==> src/rtl/arp_rx_parser.sv <==
// -----------------------------------------------------------------------------
// arp_rx_parser
//
// Purpose:
//   Parses the 28-byte ARP payload from a valid/ready/last byte stream carrying
//   DATA_W bits per beat (first stream byte in the most significant lane).
//   Header fields (HTYPE, PTYPE, HLEN, PLEN, OPER) are validated byte by byte
//   as each byte lands. OPER/SHA/SPA/THA/TPA are extracted and presented on a
//   valid/ready result port that is held until accepted. Frames that fail a
//   check produce a one-cycle coded error pulse instead of a result.
//   Bytes beyond offset 27 (Ethernet padding) are ignored.
//
// Parameters:
//   DATA_W       input beat width: 8, 16 or 32
//   ACCEPT_REPLY 1: OPER 2 (reply) is accepted; 0: OPER 2 reports ERR_OPER
//
// Build option:
//   ARP_TPA_FILTER_EN  when defined, a frame whose TPA differs from local_ip
//                      reports ERR_TPA (code 6) and is never presented on
//                      m_valid. When undefined, local_ip is ignored.
//
// Ports:
//   clk, rst        clock; synchronous active-high reset
//   s_valid/s_ready input beat handshake
//   s_data          payload bytes, big-endian lane order
//   s_last          final beat of frame (may carry padding past byte 27)
//   local_ip        own IPv4 address (used only with ARP_TPA_FILTER_EN)
//   m_valid/m_ready parsed-result handshake
//   oper/sha/spa/tha/tpa  parsed fields, stable while m_valid is high
//   err_valid       one-cycle error pulse after the s_last beat
//   err_code        error cause, meaningful with err_valid
//
// Error codes: 0 none, 1 HTYPE, 2 PTYPE, 3 HLEN/PLEN, 4 OPER, 5 truncated,
//              6 TPA mismatch, 7 reserved.
// -----------------------------------------------------------------------------
module arp_rx_parser #(
    parameter int DATA_W       = 8,
    parameter int ACCEPT_REPLY = 0
) (
    input  logic              clk,
    input  logic              rst,
    input  logic              s_valid,
    output logic              s_ready,
    input  logic [DATA_W-1:0] s_data,
    input  logic              s_last,
    input  logic [31:0]       local_ip,
    output logic              m_valid,
    input  logic              m_ready,
    output logic [15:0]       oper,
    output logic [47:0]       sha,
    output logic [31:0]       spa,
    output logic [47:0]       tha,
    output logic [31:0]       tpa,
    output logic              err_valid,
    output logic [2:0]        err_code
);

    localparam int BPB = DATA_W / 8;

    localparam logic [5:0] FRAME_BYTES = 6'd28;

    localparam logic [1:0] S_IDLE  = 2'd0;
    localparam logic [1:0] S_HDR   = 2'd1;
    localparam logic [1:0] S_DRAIN = 2'd2;
    localparam logic [1:0] S_HOLD  = 2'd3;

    localparam logic [2:0] ERR_NONE  = 3'd0;
    localparam logic [2:0] ERR_HTYPE = 3'd1;
    localparam logic [2:0] ERR_PTYPE = 3'd2;
    localparam logic [2:0] ERR_LEN   = 3'd3;
    localparam logic [2:0] ERR_OPER  = 3'd4;
    localparam logic [2:0] ERR_TRUNC = 3'd5;
`ifdef ARP_TPA_FILTER_EN
    localparam logic [2:0] ERR_TPA   = 3'd6;
`endif

    // -------------------------------------------------------------------------
    // State
    // -------------------------------------------------------------------------
    logic [1:0] r_state;
    logic [4:0] r_bcnt;          // bytes consumed, saturates at 28
    logic [2:0] r_err;           // first error seen in the current frame
    logic       r_err_pulse;
    logic [2:0] r_err_code;

    // Payload bytes 6..27 (OPER through TPA). HTYPE..PLEN are only checked,
    // never stored.
    logic [7:0] r_fld [6:27];

    // -------------------------------------------------------------------------
    // Per-beat combinational view
    // -------------------------------------------------------------------------
    logic [7:0] w_byte [BPB];
    logic [4:0] w_off  [BPB];    // payload offset of each lane in this beat
    logic       w_take;
    logic       w_collect;
    logic [5:0] w_bcnt_sum;
    logic       w_full_next;
    logic [4:0] w_bcnt_next;
    logic [2:0] w_beat_err;
    logic [2:0] w_frame_err;
    logic [2:0] w_err_now;

    for (genvar g = 0; g < BPB; g++) begin : g_lane
        assign w_byte[g] = s_data[DATA_W-1-8*g -: 8];
        // r_bcnt <= 28 and g <= 3, so the sum always fits in 5 bits.
        assign w_off[g]  = r_bcnt + 5'(g);
    end

    assign s_ready   = (r_state != S_HOLD);
    assign m_valid   = (r_state == S_HOLD);
    assign w_take    = s_valid && s_ready;
    assign w_collect = (r_state == S_IDLE) || (r_state == S_HDR);

    assign w_bcnt_sum  = {1'b0, r_bcnt} + 6'(BPB);
    assign w_full_next = (w_bcnt_sum >= FRAME_BYTES);
    assign w_bcnt_next = w_full_next ? FRAME_BYTES[4:0] : w_bcnt_sum[4:0];

    // Check a single payload byte against the fixed header values. Offsets
    // outside the checked header (8 and up) never raise an error here.
    function automatic logic [2:0] byte_err(input logic [4:0] off,
                                            input logic [7:0] b);
        logic [2:0] code;
        code = ERR_NONE;
        case (off)
            5'd0: if (b != 8'h00) code = ERR_HTYPE;
            5'd1: if (b != 8'h01) code = ERR_HTYPE;
            5'd2: if (b != 8'h08) code = ERR_PTYPE;
            5'd3: if (b != 8'h00) code = ERR_PTYPE;
            5'd4: if (b != 8'h06) code = ERR_LEN;
            5'd5: if (b != 8'h04) code = ERR_LEN;
            5'd6: if (b != 8'h00) code = ERR_OPER;
            5'd7: if (!((b == 8'h01) || ((b == 8'h02) && (ACCEPT_REPLY != 0))))
                      code = ERR_OPER;
            default: code = ERR_NONE;
        endcase
        return code;
    endfunction

    // Lowest lane (lowest byte offset) with an error wins within a beat.
    // NOTE: every signal assigned in an always_comb gets a default first so
    // no path leaves it unassigned and no latch is inferred.
    always_comb begin
        w_beat_err = ERR_NONE;
        for (int i = 0; i < BPB; i++) begin
            if (w_beat_err == ERR_NONE) begin
                w_beat_err = byte_err(w_off[i], w_byte[i]);
            end
        end
    end

`ifdef ARP_TPA_FILTER_EN
    // TPA is compared once the whole address is known, i.e. in the beat that
    // carries byte 27. Bytes 24..26 may already sit in the field registers.
    logic [31:0] w_tpa_next;
    logic        w_has_b27;

    always_comb begin
        w_tpa_next = tpa;
        w_has_b27  = 1'b0;
        for (int i = 0; i < BPB; i++) begin
            case (w_off[i])
                5'd24: w_tpa_next[31:24] = w_byte[i];
                5'd25: w_tpa_next[23:16] = w_byte[i];
                5'd26: w_tpa_next[15:8]  = w_byte[i];
                5'd27: begin
                    w_tpa_next[7:0] = w_byte[i];
                    w_has_b27       = 1'b1;
                end
                default: ;
            endcase
        end
    end

    assign w_frame_err = ((w_beat_err == ERR_NONE) && w_has_b27 &&
                          (w_tpa_next != local_ip)) ? ERR_TPA : w_beat_err;
`else
    logic w_unused_local_ip;
    assign w_unused_local_ip = ^local_ip;
    assign w_frame_err       = w_beat_err;
`endif

    // The first error of the frame sticks; later ones are ignored.
    assign w_err_now = (r_err != ERR_NONE) ? r_err : w_frame_err;

    // -------------------------------------------------------------------------
    // Control FSM
    // -------------------------------------------------------------------------
    // NOTE: sequential state uses non-blocking assignments so every register
    // samples the pre-edge values regardless of statement order.
    always_ff @(posedge clk) begin
        if (rst) begin
            r_state     <= S_IDLE;
            r_bcnt      <= 5'd0;
            r_err       <= ERR_NONE;
            r_err_pulse <= 1'b0;
            r_err_code  <= ERR_NONE;
        end else begin
            r_err_pulse <= 1'b0;
            r_err_code  <= ERR_NONE;

            case (r_state)
                S_IDLE, S_HDR, S_DRAIN: begin
                    if (w_take) begin
                        if (s_last) begin
                            // Frame ends: counter and error flag restart so
                            // IDLE sees the next beat as byte 0.
                            r_bcnt <= 5'd0;
                            r_err  <= ERR_NONE;
                            if (!w_full_next) begin
                                r_err_pulse <= 1'b1;
                                r_err_code  <= ERR_TRUNC;
                                r_state     <= S_IDLE;
                            end else if (w_err_now != ERR_NONE) begin
                                r_err_pulse <= 1'b1;
                                r_err_code  <= w_err_now;
                                r_state     <= S_IDLE;
                            end else begin
                                r_state <= S_HOLD;
                            end
                        end else begin
                            r_bcnt  <= w_bcnt_next;
                            r_err   <= w_err_now;
                            r_state <= w_full_next ? S_DRAIN : S_HDR;
                        end
                    end
                end
                S_HOLD: begin
                    if (m_ready) begin
                        r_state <= S_IDLE;
                    end
                end
                default: r_state <= S_IDLE;
            endcase
        end
    end

    // -------------------------------------------------------------------------
    // Field capture. Only beats accepted while collecting write fields, so the
    // outputs cannot change in HOLD (s_ready is low there anyway).
    // -------------------------------------------------------------------------
    // NOTE: this small array is reset, unlike a RAM, because its contents
    // drive the field outputs directly and those must read zero after reset.
    always_ff @(posedge clk) begin
        if (rst) begin
            for (int k = 6; k <= 27; k++) begin
                r_fld[k] <= 8'h00;
            end
        end else if (w_take && w_collect) begin
            for (int i = 0; i < BPB; i++) begin
                if ((w_off[i] >= 5'd6) && (w_off[i] <= 5'd27)) begin
                    r_fld[w_off[i]] <= w_byte[i];
                end
            end
        end
    end

    assign oper = {r_fld[6],  r_fld[7]};
    assign sha  = {r_fld[8],  r_fld[9],  r_fld[10], r_fld[11], r_fld[12], r_fld[13]};
    assign spa  = {r_fld[14], r_fld[15], r_fld[16], r_fld[17]};
    assign tha  = {r_fld[18], r_fld[19], r_fld[20], r_fld[21], r_fld[22], r_fld[23]};
    assign tpa  = {r_fld[24], r_fld[25], r_fld[26], r_fld[27]};

    assign err_valid = r_err_pulse;
    assign err_code  = r_err_code;

endmodule

==> config.mk <==
export PLATFORM = sky130hd
export DESIGN_NAME = arp_rx_parser
export DESIGN_NICKNAME = d
export VERILOG_FILES = /design/src/rtl/arp_rx_parser.sv
export SDC_FILE = /design/constraint.sdc
export NUM_CORES = 1
export LEC_CHECK = 0
export CORE_ASPECT_RATIO = 0.5
export CORE_MARGIN = 5
export CORE_UTILIZATION = 35
export CTS_BUF_LIST = sky130_fd_sc_hd__clkbuf_16
export CTS_CLUSTER_SIZE = 10
export DETAILED_ROUTE_END_ITERATION = 12
export PLACE_DENSITY_LB_ADDON = 0.3
export SYNTH_ARGS = -nofsm -noshare
export SYNTH_HDL_FRONTEND = slang
export SYNTH_SLANG_ARGS = --single-unit
export TNS_END_PERCENT = 30
==> constraint.sdc <==
create_clock -name clk -period 5.7 [get_ports clk]
set_input_delay 0.855 -clock clk [delete_from_list [all_inputs] [get_ports clk]]
set_output_delay 0.855 -clock clk [all_outputs]
set_load 0.02 [all_outputs]
[Yosys cells after proc, flatten, opt, wreduce, memory -nomap -nowiden]
Memories as Yosys holds them, arrays and structs flattened.
Cells that the tools add are included.
Widths: inputs -> output; s select.
Storage, ports and cells
  memories: 1
  logic and storage cells: 82
  bits of input ports: 45
  output and inout port bits: 182
  bits in registers: 14
  memory bits (writable): 176
Memories
  r_fld: depth 22, bits a word 8, rd ports 22, clocked after memory_dff 0, write ports 22, line 88  | logic [7:0] r_fld [6:27];
Operators by class
  equality and inequality tests: 18
  bitwise logic cells: 5
  multiplexer cells: 33
  add/subtract/negate cells: 1
  magnitude comparators: 3
  reduce and logical (&&, ||, !) cells: 15
Operators by type and width (count)
  $pmux 3 s8: 1
  $eq 5x3->1 const B: 4
  $mux 2: 10
  $mux 3: 6
  $ne 8x3->1 const B: 2
  $mux 5: 3
  $mux 1: 11
  $eq 5x2->1 const B: 2
  $eq 8x1->1 const B: 1
  $mux 8: 1
  $ne 8x1->1 const B: 1
  $ne 8x4->1 const B: 1
  $reduce_bool 8->1: 1
  $reduce_or 8->1: 1
  $add 5x1->6 const B: 1
  $ge 6x5->1 const B: 1
  $reduce_bool 3->1: 2
  $reduce_or 6->1: 1
  $eq 5x1->1 const B: 1
  $ge 5x3->1 const B: 1
  $le 5x5->1 const B: 1
  $logic_not 5->1: 1
  $not 1->1: 5
  $eq 2x2->1 const B: 2
  other kinds (10): 14

[Logic depth before layout (Yosys ltp)]
Gate-level depths: netlist (run 1).
  depth in word-level cells: 10
  depth in mapped cells: 7
  mapped depth without buffers: 7

[Least setup slack after synthesis (run 1)]
No wires, ideal clock.
  path type: input port to flip-flop
  start point: in rst
  end point: mem r_fld[10][0], enable pin
  arrival: 2.093 ns
  setup slack: 3.277 ns
  path buffers: 1
  cell stages on the path: 5
  required time: 5.371 ns
  path through: nand2b_1 -> buf_2 -> or4_4 -> nor2_2 -> or2_1
RTL lines
  start, declared: line 41  | input logic rst,
  end, declared: line 88

==> results.json, run 1 <==
{
  "setup_tns_ns": 0,
  "cts_tree": "yes",
  "syn_area_per_cell_um2": 14.4,
  "clock_latency_ns": 0.45,
  "async_flop_share": 0,
  "ys_types": 51,
  "setup.worst_path.end": "r_fld[16][2]$_SDFFCE_PN0P_",
  "fin_util": 0.487,
  "worstReg2RegEnd": "r_fld[26][0]$_SDFFCE_PN0P_",
  "leakage_uw": 0.00405,
  "max_freq_mhz": 295,
  "fp.dieW_um": 221,
  "drv_cap": 0,
  "rows": 38,
  "yosysSeqAreaShare": 0.716,
  "portBuffers": 194,
  "ys_seq_elements": 190,
  "peakVddDrop_uv": 164,
  "min_period_ns": 3.38,
  "drive_above_1_share": 0.0853,
  "crit_path_end_kind": "flip-flop",
  "detail_route.wl_per_cell_um": 20.4,
  "cts-resized-gates": 0,
  "regToRegStartpoint": "r_bcnt[1]$_SDFFE_PP0P_",
  "grt_pass1_wl_um": 31300,
  "initial_core_util": 0.357,
  "antenna_found_initial": 1,
  "hold-path-cell-count": 1,
  "grt_pass1_vias": 5027,
  "fillCellCount": 1974,
  "cp_data_arrival_time_ns": 3.50,
  "vias": 5059,
  "status": "completed",
  "netlist_instances": 541,
  "path_clk_slew_ns": 0.07,
  "worstPathRequired_ns": 5.82,
  "netlist_area_um2": 7780,
  "coreArea_um2": 21800,
  "relSlewSlack": 0.327,
  "routed_wirelength_um": 21200,
  "clockBufferDepth": 2,
  "startpoint": "rst",
  "path_class": "in -> reg",
  "fin_skew_ns": 0.0122,
  "rsz0062_at_grt": "no",
  "period_share": 0.594,
  "hold_path_class": "reg -> reg",
  "cts.sinks": 190,
  "routed_via_density": 4.86,
  "hold_viol_final": 0,
  "drtPass1Iterations": 4,
  "ff2ff_path_depth": 4,
  "nets": 775,
  "synth-edff-count": 176,
  "reg2reg_slack_ns": 2.84,
  "ys.flop_type": "edfxtp_1",
  "startpoint_type": "primary input",
  "p_per_area_nw_per_um2": 287,
  "htreeDepth": 4,
  "area_growth_pct": 36.4,
  "cts_buffers": 17,
  "die_h_um": 115,
  "place_congestion": 0.799,
  "synth_warnings": 0,
  "grt_start_max_net_pins": 37,
  "synth_nets": 590,
  "postRouteAntennaNets": 0,
  "crit_fanout": 29,
  "postCtsSetupRepairBufs": 0,
  "final_max_slew_viol_count": 0,
  "grt_use_total": 0.168,
  "dp_hpwl_um": 13700,
  "tightestPinTransition_ns": 1.01,
  "drt-initial-drc-count": 306,
  "route.detailed.drc": 0,
  "postCtsHoldBufs": 0,
  "dieArea_um2": 25500,
  "io_pins": 227,
  "cts_root_buffer": "clkbuf_16",
  "finalSetupViolations": 0,
  "gr-total-overflow": 0
}
==> cells by family (layout without fill, tap and decap cells) <==
kind of cell,count (synthesis),count (layout),synth area share
adder cells (fa/ha/maj),4,4,0.00644
AND/OR/NAND/NOR,254,254,0.207
other,0,1,0
buffers and inverters,43,241,0.0224
AO/OA/AOI/OAI,48,48,0.0462
multiplexers,2,2,0.00257
flip-flops,190,190,0.716
==> registers in the layout, summed over array words and instances, names as in the netlist <==
name	flops
r_state	2
r_err	3
err_valid	1
r_bcnt	5
r_fld	176
err_code	3
==> layer usage <==
layer,share of wire,routed length [um],up-vias,global-route usage
met4,0.022,464,0,0.0537
met5,0,0,-,0
met2,0.50,10600,141,0.280
met3,0.050,1060,30,0.0474
met1,0.43,9130,2544,0.215
li1,-,-,2344,-
==> layout by cell type, fill, tap and decap left out, types with 2 or more instances in the layout <==
master and instances:
and3_1 72, mux2i_1 2, clkinv_1 2, nor4_2 2, dfxtp_1 14, a21oi_1 9, clkbuf_16 17, clkdlybuf4s50_1 194
nand2b_1 6, nor4_4 2, ha_1 4, a21boi_1 2, nor2_1 14, a21o_1 10, or3_1 3, o21bai_1 2
nor4_1 2, and2_1 105, or2_1 12, buf_4 12, o21a_1 4, inv_1 3, bufinv_16 2, nand4b_1 2
nand2_1 10, o21ai_1 4, nor2_2 8, a31oi_1 2, clkinv_4 4, edfxtp_1 176, nand3_1 3, a2bb2oi_1 2
o21ai_0 2, inv_6 5, nor3_1 3
==> power breakdown <==
group,switching [uW],internal (uW)
clock,546,651
combinational,162,104
sequential,17.0,1560
total,726,2320
==> critical path, stage by stage <==
cell,delay [ns]
clkdlybuf4s50_1,0.40
buf_4,0.25
nand2b_1,0.42
nor4_4,0.89
buf_4,0.32
a21o_1,0.33
==> through the flow <==
step                      hold WS, ns  power [uW]  worst slack [ns]  instance area (um^2)  std cells
after floorplan                 0.473        1730              3.28                  7780        541
after global placement          0.512        1880              1.87                 10000       1007
after detailed placement        0.510        1880              1.81                 10000       1007
after CTS                       0.530        3060              2.30                 10600       1039
after global routing            0.566        3150              2.12                 10600       1039
final                           0.528        3040              2.32                 10600       1040
==> synth_stat cells, types with 2 or more instances <==
cell / instances / area, um^2
edfxtp_1: 176 / 5290
and2_1: 105 / 657
and3_1: 72 / 450
clkbuf_1: 30 / 113
dfxtp_1: 14 / 280
nor2_1: 14 / 52.6
or2_1: 12 / 75.1
a21o_1: 10 / 75.1
buf_2: 10 / 50.1
nand2_1: 10 / 37.5
a21oi_1: 9 / 45.0
nor2_2: 8 / 50.1
nand2b_1: 6 / 37.5
ha_1: 4 / 50.1
o21a_1: 4 / 30.0
o21ai_1: 4 / 20.0
inv_1: 3 / 11.3
nand3_1: 3 / 15.0
nor3_1: 3 / 15.0
or3_1: 3 / 18.8
a21boi_1: 2 / 15.0
a2bb2oi_1: 2 / 17.5
a31oi_1: 2 / 12.5
mux2i_1: 2 / 20.0
nand4b_1: 2 / 17.5
nor4_1: 2 / 12.5
nor4_2: 2 / 25.0
nor4_4: 2 / 42.5
o21ai_0: 2 / 10.0
o21bai_1: 2 / 15.0
==> worst min-delay path by stage <==
stage	startpoint	to	slack [ns]
finish	r_err[2]$_SDFFE_PP0P_	err_code[2]$_SDFF_PP0_	0.53
global route	r_err[0]$_SDFFE_PP0P_	err_code[0]$_SDFF_PP0_	0.57
CTS	r_err[2]$_SDFFE_PP0P_	err_code[2]$_SDFF_PP0_	0.53
detailed placement	r_err[2]$_SDFFE_PP0P_	err_code[2]$_SDFF_PP0_	0.51
global placement	r_err[2]$_SDFFE_PP0P_	err_code[2]$_SDFF_PP0_	0.51
floorplan	r_err[2]$_SDFFE_PP0P_	err_code[2]$_SDFF_PP0_	0.47
==> area by class of cell <==
| type | instances | area, um^2 | share of cell area |
|---|---|---|---|
| sequential | 190 | 5570 | 0.525 |
| multi-input combinational | 308 | 2040 | 0.192 |
| timing repair buffer | 206 | 2030 | 0.192 |
| clock buffer | 17 | 425 | 0.0401 |
| tap | 300 | 375 | 0.0354 |
| clock inverter | 15 | 159 | 0.0150 |
| inverter | 3 | 11.3 | 0.00106 |
| antenna | 1 | 2.50 | 0.000236 |
No activity file was read; power rests on OpenSTA's default activity.
==> inputs of run 2 (changes only) <==
- clock period: 5.7 -> 3.4 ns (I/O delays scaled with it)
==> run 2 against run 1 <==
- clock skew shrank 0.0033 ns
- total power up 69%
- first-iteration DRC count grew 1.3%
- sequential share of layout area decreased by 0.37 points
- clock-buffer cell count unchanged
- flip-flop and latch count did not move
- utilization up 0.34 points
- highest routed layer unchanged
- die area unchanged
- sequential power rose by 68%
- final cell count rose by 0.77%
- via count fell by 0.43%
==> results.json, run 2 (synthesized netlist as in run 1, its figures left out) <==
{
  "status": "completed",
  "route.detailed.drc": 0,
  "hold_viol_final": 0,
  "regToRegStartpoint": "r_bcnt[1]$_SDFFE_PP0P_",
  "startpoint_type": "flip-flop",
  "cp_num_buf_inv": 0,
  "grt_start_max_net_pins": 37,
  "cts_root_buffer": "clkbuf_16",
  "p_per_area_nw_per_um2": 482,
  "postRouteAntennaNets": 0,
  "drive_above_1_share": 0.0965,
  "mostFrequentLayoutCells": "clkdlybuf4s50_1 (194), edfxtp_1 (176), and2_1 (105), and3_1 (72), buf_4 (19)",
  "antenna_found_initial": 1,
  "crit_fanout": 16,
  "area_growth_pct": 37.4,
  "grt_use_total": 0.169,
  "reg2reg_slack_ns": 0.78,
  "routed_wirelength_um": 21400,
  "hold_path_startpoint": "r_err[2]$_SDFFE_PP0P_",
  "p_clk_frac": 0.397,
  "grt_pass1_vias": 5119,
  "hold_path_class": "reg -> reg",
  "rows": 38,
  "internal_power_uw": 3910,
  "cts_tree": "yes",
  "clock_latency_ns": 0.44,
  "place_inst": 1014,
  "layout_commonest_cell": "clkdlybuf4s50_1",
  "fin_skew_ns": 0.00883,
  "fillCellCount": 1919,
  "leakage_uw": 0.00410,
  "path_class": "reg -> reg",
  "cp_slowest_cell": "ha_1",
  "sw_frac_of_total": 0.240,
  "postCtsHoldBufs": 0,
  "coreArea_um2": 21800,
  "drv_cap": 0,
  "peakVddDrop_uv": 320,
  "reg_top3": "r_fld (176), r_bcnt (5)",
  "postCtsSetupRepairBufs": 0,
  "p_seq_frac": 0.515,
  "place_congestion": 0.836,
  "gr-total-overflow": 0,
  "worstPathRequired_ns": 3.50,
  "final_max_slew_viol_count": 0,
  "cts.sinks": 190,
  "htreeDepth": 4,
  "period_share": 0.772,
  "cts-resized-gates": 0,
  "max_freq_mhz": 381,
  "crit_path_cell_trace": "ha_1 -> nand2_1 -> nor2_1 -> or2_1",
  "grt_pass1_wl_um": 31400,
  "crit_path_end_kind": "flip-flop",
  "ff2ff_path_depth": 4,
  "cp_data_arrival_time_ns": 2.73,
  "fp.dieW_um": 221,
  "top_register": "r_fld",
  "whs_endpoint": "err_code[2]$_SDFF_PP0_",
  "tightestPinTransition_ns": 0.764,
  "finalSetupViolations": 0,
  "io_pins": 227,
  "initial_core_util": 0.357,
  "rsz0062_at_grt": "no",
  "max_stage_delay_ns": 0.60,
  "dieArea_um2": 25500,
  "vias": 5037,
  "setup_tns_ns": 0,
  "fin_util": 0.491,
  "clockBufferDepth": 2,
  "largest_register_ffs": 176,
  "nets": 782,
  "combPwrFrac": 0.087,
  "min_period_ns": 2.62,
  "drt-initial-drc-count": 310,
  "die_h_um": 115,
  "worstReg2RegEnd": "r_fld[26][0]$_SDFFCE_PN0P_",
  "finalNonFillerCells": 1048,
  "portBuffers": 194,
  "relSlewSlack": 0.490,
  "drtPass1Iterations": 4,
  "crit_family": "simple AND/OR/NAND/NOR gates",
  "cts_buffers": 17,
  "hold-path-cell-count": 1,
  "p_switching_uw": 1240,
  "dp_hpwl_um": 14500,
  "routed_via_density": 4.81,
  "path_clk_slew_ns": 0.08,
  "detail_route.wl_per_cell_um": 20.4
}
run 2: cell count changes in the layout (fill, tap and decap cells not counted):
cell and delta:
clkinvlp_2 -1, buf_4 +7, clkinv_1 -2, inv_8 +3, inv_6 -1, diode_2 +1
clkinvlp_4 +1
run 2: worst max-delay path by stage:
stage                           startpoint                         end  slack, ns  depth (start not counted)
global route        r_bcnt[1]$_SDFFE_PP0P_  r_fld[26][7]$_SDFFCE_PN0P_       0.60                          4
global placement                   s_valid  r_fld[21][1]$_SDFFCE_PN0P_       0.58                          6
CTS                 r_bcnt[1]$_SDFFE_PP0P_  r_fld[26][7]$_SDFFCE_PN0P_       0.82                          4
detailed placement                 s_valid  r_fld[21][2]$_SDFFCE_PN0P_       0.53                          6
floorplan                              rst  r_fld[10][0]$_SDFFCE_PN0P_       1.32                          5
finish              r_bcnt[1]$_SDFFE_PP0P_  r_fld[26][0]$_SDFFCE_PN0P_       0.78                          4
run 2: routing by layer:
layer,wire (um),track usage
met1,9420,0.222
met2,10500,0.283
met3,1030,0.0405
met4,432,0.0516
met5,0,0
run 2: worst reg2reg max path, cell delays in order, from the launching register on:
cell and delay [ns]:
dfxtp_1 0.51, ha_1 0.61, nand2_1 0.28, nor2_1 0.49, or2_1 0.40
run 2: area by class of cell:
cell class | count | area, um^2 | area share
sequential | 190 | 5570 | 0.521
timing repair buffer | 213 | 2080 | 0.195
multi-input combinational | 308 | 2040 | 0.191
clock buffer | 17 | 425 | 0.0398
tap | 300 | 375 | 0.0351
clock inverter | 15 | 179 | 0.0167
inverter | 3 | 11.3 | 0.00105
antenna | 2 | 5.00 | 0.000468
run 2: power by group through the flow:
stage / Sequential [uW] / Combinational (uW) / Clock, uW
after floorplan: 2800 / 102 / 0
after global placement: 2700 / 450 / 0
after detailed placement: 2700 / 455 / 0
after CTS: 2650 / 456 / 2080
after global routing: 2660 / 473 / 2180
final: 2650 / 450 / 2050
run 2: stage by stage:
step	hold WS [ns]	cell area (um^2)	setup WS, ns	total power (uW)
2_1_floorplan	0.473	7780	1.32	2900
6_report	0.536	10700	0.776	5150
5_1_grt	0.557	10700	0.604	5310
3_5_place_dp	0.530	10100	0.527	3160
4_1_cts	0.544	10700	0.816	5190
3_3_place_gp	0.525	10100	0.581	3150
==> variant: new RTL, flow settings as in run 1 <==
Register the output `err_code` once more, with the module's reset; this adds one clock of latency there. The other outputs are not delayed to match.
--- a/src/rtl/arp_rx_parser.sv
+++ b/src/rtl/arp_rx_parser.sv
@@ -263,5 +263,11 @@
 
     assign err_valid = r_err_pulse;
-    assign err_code  = r_err_code;
+    always_ff @(posedge clk) begin
+        if (rst) begin
+            err_code <= '0;
+        end else begin
+            err_code <= r_err_code;
+        end
+    end
 
 endmodule
Behaviour: not the same (Yosys sat finds a counterexample within 4 cycles, from zero or initial values and one cycle with rst high).
==> variant against run 1 <==
Synthesized area is 0.80% higher; routed wire length grew 1.7%; power decreased by 2.4%; final area fell by 0.52%; worst hold slack lost 74 ps; setup slack better by 86 ps; maximum frequency rose by 2.6%; register-to-register slack got worse by 30 ps; sequential cell count is 3 higher; critical endpoint is now r_fld[13][3]; largest cell class unchanged.
==> variant: results (changes against run 1) <==
via_per_inst: 5.057  # +4.0%
skew_ps: 7.271  # -4.888 ps
endpoint: "r_fld[13][3]"
wl_per_cell_um: 20.78  # +1.9%
critPathArrivalTime_ps: 3400  # -100 ps
status: "finished clean"
worstPathMaxFanout: 35  # +21%
drive_gt1_frac: 0.07588  # -0.009370
synth_nets: 607  # +2.9%
synthAdderAreaFrac: 0.006385  # -0.00005137
ir_drop_uv: 122.7  # -25%
min-delay-start: "r_err_code[2]"
place_area_um2: 10010  # about the same
dp_hpwl_mm: 13.78  # +0.35%
inverters: 11  # +8
ys_types: 45  # -12%
grt_pass1_vias: 5110  # +1.7%
ys_ff_latch: 193  # +1.6%
seq_area_frac: 0.5331  # +0.008431
grt_pass1_wl_mm: 32.07  # +2.4%
r2r-end: "r_fld[24][2]"
multi_input_area_um2: 1924  # -5.5%
leakage_nw: 4.306  # +6.3%
layout.nonclk_buf_frac: 0.1940  # +0.002423
grt_max_degree: 51  # +38%
yosys-top-cells-area: "edfxtp_1 (67%), and3_1 (12%), dfxtp_1 (4.3%)"
n_fill_cell: 1887  # -4.4%
nets: 774  # -0.13%
ys_seq_area_frac: 0.7176  # +0.001950
initialDrtViolationCount: 509  # +66%
synth-compound-area-share: 0.05555  # +0.009368
antenna_found_initial: 0  # -1
globalplace.congestion: 0.8129  # +1.8%
clk_share: 0.05110  # -0.003981
multi_input_area_share: 0.1824  # -0.009668
gr-usage-all-layers: 0.1654  # -0.002638
r2r_start: "r_bcnt[3]"
==> variant: critical path, stage by stage <==
cell and delay (ps):
clkdlybuf4s50_1 400, buf_4 280, or4_1 620, nor2_2 790
a21o_1 440
==> variant: stage by stage <==
stage                     setup slack, ps  cells  total power [W]  hold slack (ps)
after floorplan                      3089    558         0.001749            413.8
after global placement               2033   1006         0.001889            440.5
after detailed placement             1969   1006         0.001892            445.9
after CTS                            2438   1038         0.002987            456.5
after global routing                 2267   1038         0.003062            462.1
final                                2402   1038         0.002970            453.6
==> variant: layer usage <==
metal / wire (µm) / GRT usage / vias to the layer above
li1: - / - / 2433
met1: 8928 / 0.2081 / 2642
met2: 11440 / 0.2925 / 144
met3: 759 / 0.02961 / 30
met4: 447 / 0.06073 / 0
met5: 0 / 0 / -
==> variant: where the power goes <==
part	internal (W)	switching [W]
sequential	0.00158	0.0000169
combinational	0.0000962	0.000162
clock	0.000563	0.000548
total	0.00224	0.000727
